`src/rtl/comm_receiver.sv`:
```
// comm_receiver: 8N1 UART receiver that pairs bytes high-then-low into a
// 16-bit command with a sticky ready flag and a one-cycle error pulse.
//
// Handshake: cmd_rdy rises one clk after the low byte's stop-bit sample and
// stays high until the consumer pulses clr_cmd_rdy for one cycle or a new
// high byte completes. If a completion and clr_cmd_rdy land on the same
// edge, the completion wins. cmd is stable while cmd_rdy is high, unless a
// newer command overwrites it.
module comm_receiver #(
  parameter int BAUD_DIV    = 2604,
  parameter int TIMEOUT_CYC = 52080
) (
  input  logic        clk,
  input  logic        rst_n,
  input  logic        RX,
  input  logic        clr_cmd_rdy,
  output logic [15:0] cmd,
  output logic        cmd_rdy,
  output logic        err
);

  localparam int TW = $clog2(TIMEOUT_CYC);

  typedef enum logic { B_IDLE, B_RECV } byte_state_t;
  typedef enum logic { P_WAIT_HIGH, P_WAIT_LOW } pair_state_t;

  // RX synchroniser plus the previous synced sample for edge detection.
  logic rx_m, rx_s, rx_p;

  // Byte FSM state and datapath.
  byte_state_t byte_state, byte_next;
  logic [15:0] baud_cnt, baud_next;
  logic [3:0]  bit_cnt, bit_next;
  logic [7:0]  shreg, sh_next;
  logic        byte_vld, frm;

  // Pairing FSM state and datapath.
  pair_state_t pair_state, pair_next;
  logic [7:0]    high_byte, high_next;
  logic [TW-1:0] to_cnt, to_next;
  logic [15:0]   cmd_next;
  logic          rdy_next, err_next;

  // Two-flop synchroniser; idle-high after reset so no false start edge.
  always_ff @(posedge clk or negedge rst_n) begin
    if (!rst_n) begin
      rx_m <= 1'b1;
      rx_s <= 1'b1;
      rx_p <= 1'b1;
    end else begin
      rx_m <= RX;
      rx_s <= rx_m;
      rx_p <= rx_s;
    end
  end

  // Byte FSM registers.
  always_ff @(posedge clk or negedge rst_n) begin
    if (!rst_n) begin
      byte_state <= B_IDLE;
      baud_cnt   <= '0;
      bit_cnt    <= '0;
      shreg      <= '0;
    end else begin
      byte_state <= byte_state_t'(byte_next);
      baud_cnt   <= baud_next;
      bit_cnt    <= bit_next;
      shreg      <= sh_next;
    end
  end

  // Byte FSM: half-bit delay to the start-bit centre, then one sample per bit
  // period. Sample 0 rejects glitches, 1..8 shift data LSB first, 9 is stop.
  always_comb begin
    byte_next = byte_state;
    baud_next = baud_cnt;
    bit_next  = bit_cnt;
    sh_next   = shreg;
    byte_vld  = 1'b0;
    frm       = 1'b0;
    case (byte_state)
      B_IDLE: begin
        if (rx_p && !rx_s) begin
          byte_next = B_RECV;
          baud_next = 16'(BAUD_DIV / 2);
          bit_next  = 4'd0;
        end
      end
      B_RECV: begin
        if (baud_cnt == 16'd0) begin
          baud_next = 16'(BAUD_DIV - 1);
          bit_next  = bit_cnt + 4'd1;
          if (bit_cnt == 4'd0) begin
            if (rx_s) byte_next = B_IDLE;
          end else if (bit_cnt == 4'd9) begin
            byte_next = B_IDLE;
            if (rx_s) byte_vld = 1'b1;
            else      frm      = 1'b1;
          end else begin
            sh_next = {rx_s, shreg[7:1]};
          end
        end else begin
          baud_next = baud_cnt - 16'd1;
        end
      end
      default: byte_next = B_IDLE;
    endcase
  end

  // Pairing FSM registers and registered outputs.
  always_ff @(posedge clk or negedge rst_n) begin
    if (!rst_n) begin
      pair_state <= P_WAIT_HIGH;
      high_byte  <= '0;
      to_cnt     <= '0;
      cmd        <= '0;
      cmd_rdy    <= 1'b0;
      err        <= 1'b0;
    end else begin
      pair_state <= pair_state_t'(pair_next);
      high_byte  <= high_next;
      to_cnt     <= to_next;
      cmd        <= cmd_next;
      cmd_rdy    <= rdy_next;
      err        <= err_next;
    end
  end

  // Pairing FSM: first byte is the high byte, second completes the command.
  // The inter-byte timer only runs while the line is idle between frames.
  always_comb begin
    pair_next = pair_state;
    high_next = high_byte;
    to_next   = to_cnt;
    cmd_next  = cmd;
    rdy_next  = cmd_rdy;
    err_next  = 1'b0;
    if (clr_cmd_rdy) rdy_next = 1'b0;
    case (pair_state)
      P_WAIT_HIGH: begin
        to_next = '0;
        if (byte_vld) begin
          high_next = shreg;
          pair_next = P_WAIT_LOW;
          rdy_next  = 1'b0;
        end
      end
      P_WAIT_LOW: begin
        if (byte_vld) begin
          cmd_next  = {high_byte, shreg};
          rdy_next  = 1'b1;
          pair_next = P_WAIT_HIGH;
          to_next   = '0;
        end else if (byte_state == B_RECV) begin
          to_next = '0;
        end else if (to_cnt == TW'(TIMEOUT_CYC - 1)) begin
          pair_next = P_WAIT_HIGH;
          err_next  = 1'b1;
          to_next   = '0;
        end else begin
          to_next = to_cnt + 1'b1;
        end
      end
      default: pair_next = P_WAIT_HIGH;
    endcase
    // A framing error resynchronises to the high byte from either state.
    if (frm) begin
      pair_next = P_WAIT_HIGH;
      err_next  = 1'b1;
      to_next   = '0;
    end
  end

endmodule

```
`config.mk`:
```
export PLATFORM = sky130hd
export DESIGN_NAME = comm_receiver
export DESIGN_NICKNAME = d
export VERILOG_FILES = /design/src/rtl/comm_receiver.sv
export SDC_FILE = /design/constraint.sdc
export NUM_CORES = 1
export LEC_CHECK = 0
export CORE_ASPECT_RATIO = 0.5
export CORE_MARGIN = 2
export CORE_UTILIZATION = 45
export CTS_CLUSTER_SIZE = 24
export DETAILED_ROUTE_END_ITERATION = 10
export SETUP_SLACK_MARGIN = 0.3
export SLEW_MARGIN = 20
export SYNTH_ARGS = -nofsm -noshare
export SYNTH_HDL_FRONTEND = slang
export SYNTH_SLANG_ARGS = --single-unit
```
`constraint.sdc`:
```
create_clock -name clk -period 2.6 [get_ports clk]
set_input_delay 0.26 -clock clk [delete_from_list [all_inputs] [get_ports clk]]
set_output_delay 0.26 -clock clk [all_outputs]
set_load 0.03 [all_outputs]
```
==> impl_metrics.toml <==
[clock_tree]
cts.sinks = 75
clk_pin_slew_ns = 0.06
clk_path_buf_depth = 2
clock_latency_ns = 0.33
root_buffer = "clkbuf_16"
h-tree-depth = 3
cts_tree = "built"
cts_buffers = 9

[layout]
diodes = 0
nets = 345
layout-drive-gt1-share_pct = 22.4
area_growth_pct = 19.5
fin_cells = 448
fill_cells = 646
fin_util_pct = 56.8

[worst_setup_path]
worst_setup_path_start_kind = "flip-flop"
critPathMostFrequentCell = "buf_4"
path_class = "reg2reg"
crit_path_end_kind = "flip-flop"
critPathLaunch = "baud_cnt[4]"
cpPeakStageDelay_ns = 0.43
path_delay_family = "compound AO/OA/AOI/OAI gates"
critPathBufInv = 2
r2r_setup_slack_ns = 0.41
cp_slowest_cell = "dfrtp_1"
worstPathRequired_ns = 2.81
path_cells = "nor4_2 > buf_4 > a41oi_1 > buf_4 > a221o_1"
timing.rr.start = "baud_cnt[4]"
cp.arrival_ns = 2.40
crit_fanout = 12

[timing]
timing.final.crit_share_pct = 84.1
maxSlewHeadroom_pct = 37.7
finalSetupTns_ns = 0
clock_skew_ns = 0.00704
setup_violations = 0
rsz0062_at_grt = "false"
hold_viol_final = 0
final-max-slew-violation-count = 0
setup_ws_ns = 0.414
post-route-min-period_ns = 2.19
tightestPinTransition_ns = 0.934
fmax_mhz = 457

[placed_design]
pre_cts_slack_ns = 0.309
hpwl_mm = 4.63
dp.cells = 431
io_buffers = 21
gp_congestion = 0.811

[synth]
synth_edf_count = 0
yosysTopAreaCell = "dfrtp_1"
avgSynthCellArea_um2 = 11.8
yosysSeqAreaShare_pct = 52.9
async_reset_ff_share_pct = 100
synth_top_area_share_pct = 50.7
syn_area_um2 = 3560
yosysWarnings = 0
synth_fp_nets = 311
synth_ff_type = "dfrtp_1"
ys_ff_latch = 75
ys_types = 59
syn_inst = 301
ys_top_cells_by_area = "dfrtp_1 (51%), mux2_4 (7.2%), mux2_2 (4.7%)"

[global_routing]
grt-busiest-layer = "met2"
grt_pass1_wl_mm = 12.0
grt_pass1_vias = 2392
grt_usage_pct = 18.4
grtUsageMet2_pct = 29.1
grt_max_degree = 76
grt_antenna_before_repair = 0
use_met3_pct = 6.27
overflow = 0
grtUsageMet1_pct = 24.3

[floorplan]
start_util_pct = 47.5
dieArea_um2 = 8680
die_y_um = 66.9
num_rows = 22
ios = 22
core_area_um2 = 7490
die_w_um = 130

[detailed_routing]
dr.pass1.iters = 4
drt_iter0_markers = 160
viasPerCell = 5.46
vias = 2447
drtAntennaViolNets = 0
route.detailed.drc = 0
wl_mm = 6.96
wl_per_cell_um = 15.5

[pwr]
power_leakage_nw = 1.92
p_per_area_nw_per_um2 = 697
total_power_mw = 2.96
ir_worst_vdd_mv = 0.334

[job]
drv_cap = 0

[run_status]
outcome = "complete, no violations"

[min_path]
worstHoldPathType = "in2async"
[worst paths after layout]
check / end / depth (start not counted)
max reg2reg: baud_cnt[14] / 5
min reg2reg: rx_s / 0
max: baud_cnt[14] / 5
min: baud_cnt[8] / 1
min in group clk: rx_m / 1
max in group asynchronous: cmd[14] / 1
[Yosys cell counts, types with 8 or more instances]
cell type,n
nor2_1,20
mux2_4,17
mux2_2,15
a31oi_1,10
o21ai_0,11
xnor2_1,10
dfrtp_1,72
a21oi_1,8
and3_1,8
inv_1,9
nand2_1,22
nand3_1,11
[metal layers]
metal | part of all wire, % | vias up
li1 | - | 1182
met1 | 49 | 1223
met2 | 47 | 36
met3 | 2.9 | 6
met4 | 0.90 | 0
met5 | 0 | -
[cell families (layout without fill, tap and decap cells)]
family	after synthesis	count (layout)	synth area share, %
multiplexers	34	34	12.5
buffers and inverters	19	58	2.46
adder cells (fa/ha/maj)	6	6	2.11
XOR/XNOR	12	12	2.95
AND/OR/NAND/NOR	99	99	16.3
flip-flops	75	75	52.9
AO/OA/AOI/OAI	56	56	10.8
[cell usage in the layout, fill, tap and decap left out, types with 8 or more instances in the layout]
| master | instances |
|---|---|
| dfrtp_1 | 72 |
| nand2_1 | 22 |
| nor2_1 | 20 |
| clkdlybuf4s50_1 | 20 |
| mux2_4 | 17 |
| mux2_2 | 15 |
| nand3_1 | 11 |
| o21ai_0 | 11 |
| buf_4 | 11 |
| xnor2_1 | 10 |
| a31oi_1 | 10 |
| inv_1 | 9 |
| clkbuf_16 | 9 |
| and3_1 | 8 |
| a21oi_1 | 8 |
[state kept, by name (all words and copies together) (netlist names)]
register    cells
baud_cnt       16
bit_cnt         4
byte_state      1
cmd            16
cmd_rdy         1
err             1
high_byte       8
pair_state      1
rx_m            1
rx_p            1
rx_s            1
shreg           8
to_cnt         16
[report_power, final]
group	switching (mW)	internal (mW)
clock network	0.478	0.768
logic	0.188	0.153
registers	0.117	1.26
total	0.782	2.18
[repair_timing]
| item | 4_1_cts | 5_1_grt |
|---|---|---|
| hold buffers | 0 | 0 |
| setup buffers | 1 | 0 |
| hold endpoints to repair | 0 | 0 |
| gates resized for setup | 0 | 0 |
| setup endpoints to repair | 10 | 0 |
[per-stage QoR]
stage / instance area (um^2) / hold WS, ns
floorplan: 3560 / -0.0356
global placement: 3930 / 0.345
detailed placement: 3930 / 0.348
CTS: 4250 / 0.117
global route: 4250 / 0.142
finish: 4250 / 0.0526
[final cells by class]
class / instances / area (um^2) / share of cell area (%)
multi-input cells: 207 / 1590 / 37.4
inverters: 10 / 37.5 / 0.883
well taps: 108 / 135 / 3.18
clock inverters: 6 / 65.1 / 1.53
repair buffers: 32 / 303 / 7.13
clock buffers: 10 / 239 / 5.62
flip-flops and latches: 75 / 1880 / 44.3
(Power assumes the default switching activity.)
